<file path="config.mk">
export PLATFORM = sky130hd
export DESIGN_NAME = dct16_block_collector_flat
export DESIGN_NICKNAME = d
export VERILOG_FILES = /design/src/rtl/dct16_block_collector_if.sv /design/src/rtl/dct16_block_collector.sv /design/src/flat_wrapper.sv
export SDC_FILE = /design/constraint.sdc
export NUM_CORES = 1
export LEC_CHECK = 0
export CAP_MARGIN = 20
export CORE_MARGIN = 3
export CORE_UTILIZATION = 31
export DETAILED_ROUTE_END_ITERATION = 16
export HOLD_SLACK_MARGIN = 0.08
export SYNTH_ARGS = -nofsm -noshare
export SYNTH_HDL_FRONTEND = slang
export SYNTH_SLANG_ARGS = --single-unit
</file>
<file path="constraint.sdc">
create_clock -name clk -period 2.8 [get_ports clk]
set_clock_uncertainty 0.15 [all_clocks]
set_input_delay 0.56 -clock clk [delete_from_list [all_inputs] [get_ports clk]]
set_output_delay 0.56 -clock clk [all_outputs]
set_load 0.005 [all_outputs]
</file>
<file path="src/rtl/dct16_block_collector_if.sv">
// Handshake bundle between the DCT16 scaling stage, the block collector and its consumer.
// The master side drives the sample stream and out_ready; the slave is the collector.
interface dct16_block_collector_if #(
  parameter int DATA_WIDTH = 16,
  parameter int N          = 16
);
  localparam int IDX_W = $clog2(N);

  logic                         in_valid;
  logic signed [DATA_WIDTH-1:0] in_sample;
  logic                         out_valid;
  logic                         out_ready;
  logic signed [DATA_WIDTH-1:0] out_sample;
  logic [IDX_W-1:0]             out_index;
  logic                         out_last;
  logic                         overflow;

  modport master (
    output in_valid, in_sample, out_ready,
    input  out_valid, out_sample, out_index, out_last, overflow
  );

  modport slave (
    input  in_valid, in_sample, out_ready,
    output out_valid, out_sample, out_index, out_last, overflow
  );
endinterface

</file>
<file path="src/rtl/dct16_block_collector.sv">
// Rescales the DCT16 output stream with a saturating left shift, packs it into N-sample
// blocks in a ping-pong buffer and hands completed blocks out one coefficient per transfer.
module dct16_block_collector #(
  parameter int DATA_WIDTH  = 16,
  parameter int N           = 16,
  parameter int SCALE_SHIFT = 1
) (
  input logic                    clk,
  input logic                    rst,
  dct16_block_collector_if.slave bus
);
  localparam int              IDX_W    = $clog2(N);
  localparam int              WIDE_W   = DATA_WIDTH + SCALE_SHIFT;
  localparam logic [IDX_W-1:0] LAST_IDX = IDX_W'(N - 1);

  typedef enum logic {FILL, DROP} state_t;

  state_t                       state;
  logic [IDX_W-1:0]             wr_idx;
  logic [IDX_W-1:0]             rd_idx;
  logic                         wr_buf;
  logic                         rd_buf;
  logic [1:0]                   full;
  logic                         overflow_r;
  logic signed [DATA_WIDTH-1:0] mem [2][N];

  logic transfer;
  logic release_rd;
  logic start_blocked;
  logic wr_en;

  function automatic logic signed [DATA_WIDTH-1:0] rescale(input logic signed [DATA_WIDTH-1:0] x);
    logic signed [WIDE_W-1:0] wide;
    wide = WIDE_W'(x);
    wide = wide <<< SCALE_SHIFT;
    // Bits above the output sign must all match the sign, otherwise the shift overflowed.
    if (wide[WIDE_W-1:DATA_WIDTH-1] != {(SCALE_SHIFT + 1){wide[WIDE_W-1]}})
      return wide[WIDE_W-1] ? {1'b1, {(DATA_WIDTH - 1){1'b0}}} : {1'b0, {(DATA_WIDTH - 1){1'b1}}};
    return wide[DATA_WIDTH-1:0];
  endfunction

  always_comb begin
    transfer   = full[rd_buf] && bus.out_ready;
    release_rd = transfer && (rd_idx == LAST_IDX);
    // A buffer whose last word leaves on this edge is free for the new block.
    start_blocked = (wr_idx == '0) && full[wr_buf] && !(release_rd && (rd_buf == wr_buf));
    wr_en = bus.in_valid && (state == FILL) && !start_blocked;
  end

  always_ff @(posedge clk) begin
    if (wr_en)
      mem[wr_buf][wr_idx] <= rescale(bus.in_sample);
  end

  always_ff @(posedge clk) begin
    if (rst) begin
      state      <= FILL;
      wr_idx     <= '0;
      rd_idx     <= '0;
      wr_buf     <= 1'b0;
      rd_buf     <= 1'b0;
      full       <= 2'b00;
      overflow_r <= 1'b0;
    end else begin
      if (bus.in_valid) begin
        wr_idx <= (wr_idx == LAST_IDX) ? '0 : wr_idx + 1'b1;
        case (state)
          FILL: begin
            if (start_blocked) begin
              state      <= DROP;
              overflow_r <= 1'b1;
            end else if (wr_idx == LAST_IDX) begin
              full[wr_buf] <= 1'b1;
              wr_buf       <= ~wr_buf;
            end
          end
          DROP: begin
            // Keep counting so the next accepted block starts on a block boundary.
            if (wr_idx == LAST_IDX)
              state <= FILL;
          end
          default: state <= FILL;
        endcase
      end
      if (transfer) begin
        rd_idx <= release_rd ? '0 : rd_idx + 1'b1;
        if (release_rd) begin
          full[rd_buf] <= 1'b0;
          rd_buf       <= ~rd_buf;
        end
      end
    end
  end

  assign bus.out_valid  = full[rd_buf];
  assign bus.out_sample = full[rd_buf] ? mem[rd_buf][rd_idx] : '0;
  assign bus.out_index  = full[rd_buf] ? rd_idx : '0;
  assign bus.out_last   = full[rd_buf] && (rd_idx == LAST_IDX);
  assign bus.overflow   = overflow_r;
endmodule

</file>
<file path="src/flat_wrapper.sv">
// flat-port wrapper written by rule: the top's interface ports become plain ports
module dct16_block_collector_flat 
#(
  parameter int DATA_WIDTH  = 16,
  parameter int N           = 16,
  parameter int SCALE_SHIFT = 1
)
  (clk, rst, bus_in_valid, bus_in_sample, bus_out_ready, bus_out_valid, bus_out_sample, bus_out_index, bus_out_last, bus_overflow);
  dct16_block_collector_if #(.DATA_WIDTH(DATA_WIDTH), .N(N)) bus_i ();
  input logic clk;
  input logic rst;
  input wire logic [$bits(bus_i.in_valid)-1:0] bus_in_valid;
  input wire logic [$bits(bus_i.in_sample)-1:0] bus_in_sample;
  input wire logic [$bits(bus_i.out_ready)-1:0] bus_out_ready;
  output wire logic [$bits(bus_i.out_valid)-1:0] bus_out_valid;
  output wire logic [$bits(bus_i.out_sample)-1:0] bus_out_sample;
  output wire logic [$bits(bus_i.out_index)-1:0] bus_out_index;
  output wire logic [$bits(bus_i.out_last)-1:0] bus_out_last;
  output wire logic [$bits(bus_i.overflow)-1:0] bus_overflow;
  assign bus_i.in_valid = bus_in_valid;
  assign bus_i.in_sample = bus_in_sample;
  assign bus_i.out_ready = bus_out_ready;
  assign bus_out_valid = bus_i.out_valid;
  assign bus_out_sample = bus_i.out_sample;
  assign bus_out_index = bus_i.out_index;
  assign bus_out_last = bus_i.out_last;
  assign bus_overflow = bus_i.overflow;
  dct16_block_collector #(.DATA_WIDTH(DATA_WIDTH), .N(N), .SCALE_SHIFT(SCALE_SHIFT)) u_core (.clk(clk), .rst(rst), .bus(bus_i));
endmodule
</file>
==> results of run 1 <==
==> registers in the layout (all words and copies together), names as in the netlist, named ones only <==
| signal | cells |
|---|---|
| u_core.bus.overflow | 1 |
| u_core.state | 1 |
| u_core.full | 2 |
| u_core.rd_buf | 1 |
| u_core.wr_idx | 4 |
| u_core.rd_idx | 4 |
| u_core.mem | 512 |
| u_core.wr_buf | 1 |
==> cell families (layout without fill, tap and decap cells) <==
family / Yosys count / in the layout / share of synthesized area, %
and+or+nand+nor: 101 / 101 / 2.35
xor gates and xnor gates: 5 / 5 / 0.211
buffers and inverters: 62 / 299 / 1.80
muxes: 194 / 194 / 16.4
AOI/OAI and AO/OA: 98 / 98 / 3.22
DFF: 527 / 527 / 75.6
adders and majority gates: 8 / 8 / 0.482
==> power breakdown <==
group          switching (µW)  internal, µW
Clock                    2840          3360
Combinational             438           187
Sequential               14.1          8840
==> worst reg2reg max path: cells and delay by family (launching register included) <==
family	cells	cell delay (ps)
buffers and inverters	4	790
AO/OA/AOI/OAI	1	110
adder cells (fa/ha/maj)	1	180
AND/OR/NAND/NOR	3	700
flip-flops	1	350
==> per-layer routing <==
| layer | track usage (%) | vias to the layer above |
|---|---|---|
| met2 | 25.0 | 337 |
| li1 | - | 4528 |
| met3 | 2.85 | 97 |
| met4 | 5.96 | 0 |
| met1 | 19.0 | 5504 |
| met5 | 0 | - |
==> per-stage QoR <==
| stage | instances | total power (µW) | util, % | worst slack, ps | hold WS [ps] |
|---|---|---|---|---|---|
| 2_1_floorplan | 995 | 9270 | - | 239 | 286 |
| 3_3_place_gp | 1976 | 9610 | 35.7 | -663 | 286 |
| 3_5_place_dp | 1976 | 9630 | 35.7 | -648 | 296 |
| 4_1_cts | 2088 | 15800 | 38.8 | -751 | 305 |
| 5_1_grt | 2096 | 16200 | 38.9 | -799 | 364 |
| 6_report | 2096 | 15700 | 38.9 | -718 | 301 |
==> area by class of cell <==
| class | instances | area (µm²) | area share, % |
|---|---|---|---|
| clock inverters | 25 | 155 | 0.605 |
| inverters | 6 | 22.5 | 0.0879 |
| clock buffers | 66 | 1330 | 5.20 |
| flip-flops and latches | 527 | 15700 | 61.2 |
| multi-input cells | 406 | 4980 | 19.4 |
| repair buffers | 202 | 2380 | 9.29 |
| well taps | 864 | 1080 | 4.22 |
==> synth_stat cells (2+ instances only) <==
library cell,instances
or3_1,4
or3b_2,2
mux4_2,106
a21oi_1,26
nand2b_1,4
o22ai_2,4
buf_2,14
nor2b_1,3
nand3_1,7
mux4_1,6
nand3b_1,2
mux2_2,16
o211ai_1,4
buf_1,6
nor3_1,20
a21o_1,14
o22ai_1,13
edfxtp_1,512
mux2i_1,65
clkbuf_1,18
buf_6,15
buf_4,3
nand2_1,9
nor2_1,40
ha_1,8
inv_1,5
a22oi_1,32
o21ai_0,3
and2_1,6
dfxtp_1,15
xor2_1,3
xnor2_1,2
==> how the worst max path moves through the flow <==
stage | endpoint | slack (ps) | cells past startpoint
after floorplan | u_core.mem[1][32]$_DFFE_PP_ | 240 | 6
after global placement | bus_out_sample[5] | -660 | 7
after detailed placement | bus_out_sample[5] | -650 | 7
after CTS | bus_out_sample[7] | -750 | 9
after global routing | bus_out_sample[2] | -800 | 8
final | bus_out_sample[14] | -720 | 8
==> repair_timing <==
item,4_1_cts,5_1_grt
endpoints found under the setup margin,21,17
buffers inserted,23,9
cloned,5,1
pin swaps,25,11
resized for setup,126,16
hold endpoints to repair,0,0
==> results.json, run 1 <==
{
  "crit_buf_inv": 4,
  "final_cell_mix": "edfxtp_1 (512), mux4_2 (109), buf_4 (89), mux2i_1 (65), buf_12 (53)",
  "ctsRootBufferMaster": "clkbuf_16",
  "yosysSeqAreaShare_pct": 75.6,
  "critical_path_required_ps": 2090,
  "cts_buffers": 51,
  "wl_met1_um": 21100,
  "clk_path_buf_depth": 3,
  "drtPass1Iterations": 5,
  "ys.warnings.count": 0,
  "ys_top_cells_by_area": "edfxtp_1 (74%), mux4_2 (12%), mux2i_1 (3.1%), dfxtp_1 (1.4%), a22oi_1 (1.2%)",
  "grt_pass1_wl_um": 75600,
  "setup_violations": 16,
  "synth_top_cell_by_area": "edfxtp_1",
  "grt_use_total_pct": 14.8,
  "met3_length_um": 2720,
  "cts_tree": "done",
  "r2r_start": "u_core.rd_idx[0]$_SDFFE_PP0P_",
  "final_area_um2": 25600,
  "power.leakage_uw": 0.00799,
  "maxSlewHeadroom_pct": 60.8,
  "dieArea_um2": 70100,
  "synth_cell_types": 40,
  "slowest_stage": "mux4_2",
  "ioPinCount": 43,
  "path_clk_slew_ps": 60,
  "r2r_end": "u_core.mem[1][188]$_DFFE_PP_",
  "max_stage_delay_ps": 580,
  "fmax_mhz": 284,
  "crit_family": "multiplexers",
  "drv_slew": 0,
  "filler_cell_count": 5824,
  "overflow": 0,
  "critPathLaunchType": "flop",
  "wl_per_cell_um": 24.7,
  "failed_checks": "negative setup slack",
  "dpl_cell_area_um2": 23500,
  "syn_area_per_cell_um2": 20.9,
  "cpMostUsedCell": "buf_12",
  "fin_crit_sh_pct": 126,
  "core_area_um2": 66000,
  "hpwlAfterDp_um": 30600,
  "io_buffers": 42,
  "syn_area_um2": 20700,
  "end_kind": "primary output",
  "vias": 10500,
  "drive_above_1_share_pct": 34.4,
  "die_y_um": 265,
  "async_reset_ff_share_pct": 0,
  "grt_pass1_vias": 11000,
  "gp_congestion": 0.805,
  "viasPerCell": 4.99,
  "diodes": 0,
  "grt_max_degree": 33,
  "fin_nets": 1222,
  "path_cells": "buf_12 -> buf_12 -> buf_12 -> mux4_2 -> mux4_2 -> o22ai_2 -> nor3_1 -> buf_2",
  "drv_cap": 0,
  "rsz0062_at_grt": "true",
  "status": "finished, violations left",
  "synth_top_area_share_pct": 74.1,
  "synth_cells": 995,
  "postSynthNetCount": 1023,
  "initial_core_util_pct": 31.4,
  "worstSkewPairLatency_ps": 590,
  "synth_top_flop_cell": "edfxtp_1",
  "powerDensity_nw_per_um2": 612,
  "drc_errors": 0,
  "tightestPinTransition_ps": 589,
  "whs_path_depth": 2,
  "ant_nets": 0,
  "cts_hold_buf": 0,
  "worst_slack_ps": -718,
  "ys_ff_latch": 527,
  "htreeDepth": 2,
  "reg2reg_depth": 9,
  "r2r_slack_ps": 220,
  "rows": 94,
  "final_common_cell": "edfxtp_1",
  "topRoutingLayerUsed": "met4",
  "synth_edf_count": 512,
  "hp-class": "reg2reg",
  "hold_violations": 0,
  "initialDrtViolationCount": 1083,
  "wl_met2_um": 25900,
  "wirelength_um": 51700,
  "die_w_um": 265,
  "vdd_drop_max_mv": 0.398,
  "timing.final.crit_period_ps": 3520,
  "tns_ps": -10910,
  "worstHoldEndpoint": "u_core.bus.overflow$_SDFFE_PP0P_",
  "cts_sinks": 527,
  "min_from": "u_core.bus.overflow$_SDFFE_PP0P_",
  "path_class": "reg2out",
  "cp_max_fo": 6,
  "antenna_found_initial": 5,
  "arrival_ps": 2810,
  "area_growth_pct": 23.6
}
(Power assumes the default switching activity.)
==> inputs of run 2 (changes only) <==
--- a/config.mk
+++ b/config.mk
@@ -8,8 +8,11 @@
 export CAP_MARGIN = 20
 export CORE_MARGIN = 3
 export CORE_UTILIZATION = 31
+export CTS_BUF_LIST = sky130_fd_sc_hd__clkbuf_8
 export DETAILED_ROUTE_END_ITERATION = 16
 export HOLD_SLACK_MARGIN = 0.08
+export REMOVE_ABC_BUFFERS = 1
+export SKIP_CTS_REPAIR_TIMING = 1
 export SYNTH_ARGS = -nofsm -noshare
 export SYNTH_HDL_FRONTEND = slang
 export SYNTH_SLANG_ARGS = --single-unit
==> results.json, run 2 (same netlist as run 1, synthesis figures left out) <==
{
  "hpwlAfterDp_um": 29200,
  "hold_violations": 0,
  "timing.final.crit_period_ps": 3660,
  "gp_congestion": 0.741,
  "grt_use_total_pct": 14.0,
  "initialDrtViolationCount": 847,
  "critical_path_required_ps": 2090,
  "area_growth_pct": 24.3,
  "tns_ps": -12900,
  "dieArea_um2": 70100,
  "drive_above_1_share_pct": 35.6,
  "cts_tree": "done",
  "io_buffers": 42,
  "hp-class": "reg2reg",
  "largest_reg_flops": 512,
  "ant_nets": 0,
  "viasPerCell": 4.90,
  "setup_violations": 16,
  "slowest_stage": "mux4_2",
  "core_area_um2": 66000,
  "fmax_mhz": 273,
  "place_inst": 1965,
  "maxSlewHeadroom_pct": 41.8,
  "fin_nets": 1268,
  "path_clk_slew_ps": 60,
  "clk_path_buf_depth": 3,
  "ctsRootBufferMaster": "clkbuf_8",
  "grt_pass1_vias": 10900,
  "max_stage_delay_ps": 570,
  "failed_checks": "negative setup slack",
  "worst_slack_ps": -864,
  "tightestPinTransition_ps": 874,
  "wl_per_cell_um": 23.1,
  "rsz0062_at_grt": "true",
  "largest_register": "u_core.mem",
  "reg2reg_depth": 9,
  "htreeDepth": 3,
  "initial_core_util_pct": 31.4,
  "cp_max_fo": 6,
  "path_class": "reg2out",
  "cts_buffers": 83,
  "pre_cts_slack_ps": -612,
  "path_cells": "buf_12 -> buf_6 -> clkbuf_16 -> buf_8 -> mux4_2 -> mux4_2 -> o22ai_2 -> nor3_2 -> clkbuf_2",
  "cts_sinks": 527,
  "ioPinCount": 43,
  "top_regs": "u_core.mem: 512 flops, u_core.rd_idx: 4 flops, u_core.wr_idx: 4 flops",
  "die_w_um": 265,
  "die_y_um": 265,
  "power.leakage_uw": 0.00824,
  "arrival_ps": 2950,
  "status": "finished, violations left",
  "hold_slack_ps": 364,
  "overflow": 0,
  "grt_pass1_wl_um": 72100,
  "final_cell_mix": "edfxtp_1 (512), mux4_2 (110), buf_4 (98), clkbuf_8 (84), mux2i_1 (65)",
  "fin_crit_sh_pct": 131,
  "vias": 10600,
  "final_common_cell": "edfxtp_1",
  "drv_slew": 0,
  "drtPass1Iterations": 5,
  "antenna_found_initial": 1,
  "fin_cells": 2172,
  "whs_path_depth": 2,
  "drv_cap": 0,
  "vdd_drop_max_mv": 0.268,
  "wirelength_um": 50300,
  "cpMostUsedCell": "mux4_2",
  "drc_errors": 0,
  "powerDensity_nw_per_um2": 595,
  "critPathLaunchType": "flop",
  "rows": 94,
  "end_kind": "primary output",
  "grt_max_degree": 42,
  "worstSkewPairLatency_ps": 640
}
-- run 2: cell types whose count changed in the layout (fill, tap and decap cells not counted), sizes merged --
cell,delta
bufbuf,-1
clkbuf,+32
diode,+2
buf,-2
bufinv,+2
dlygate4sd2,-2
clkinv,+8
inv,+30
dlymetal6s2s,+4
clkdlybuf4s50,+1
clkinvlp,+2
-- run 2: layout make-up --
cell class              count  area [µm²]
repair buffers            216        2550
inverters                   6        22.5
fillers                  5854       40200
well taps                 864        1080
multi-input cells         406        4950
diodes                      2        5.00
clock buffers              84        1160
clock inverters            67         333
flip-flops and latches    527       15700
-- run 2: worst max-delay path: cells and delay by family (launching register included) --
| kind | cells | cell delay, ps |
|---|---|---|
| AOI/OAI and AO/OA | 1 | 160 |
| and+or+nand+nor | 1 | 80 |
| buffers and inverters | 5 | 610 |
| DFF | 1 | 400 |
| muxes | 2 | 1060 |
-- run 2: path summary, 6_finish.rpt --
path	start	end	slack, ps
min	u_core.state$_SDFFE_PP0P_	u_core.state$_SDFFE_PP0P_	360
max reg2reg	u_core.rd_idx[0]$_SDFFE_PP0P_	u_core.mem[0][23]$_DFFE_PP_	140
max	flop	bus_out_sample[12]	-860
min reg2reg	u_core.state$_SDFFE_PP0P_	u_core.state$_SDFFE_PP0P_	360
-- run 2: metal layers --
metal / up-vias / wire length (µm) / part of all wire, % / GRT usage (%)
met5: - / 0 / 0 / 0
met3: 68 / 2220 / 4.4 / 2.27
met4: 0 / 1030 / 2.1 / 4.83
li1: 4657 / - / - / -
met1: 5621 / 21700 / 43 / 18.8
met2: 301 / 25300 / 50 / 23.4
-- run 2: per-stage QoR --
step           cell area (µm²)  power, µW  utilization, %
2_1_floorplan            20400       9270               -
3_3_place_gp             23400       9580            35.5
3_5_place_dp             23400       9610            35.5
4_1_cts                  24900      15500            37.7
5_1_grt                  25800      15900            39.1
6_report                 25800      15300            39.1
-- run 2: where the power goes --
part           switching [µW]  internal (µW)  total [µW]
sequential               13.1           8840        8850
combinational             424            173         596
clock                    2920           2980        5900
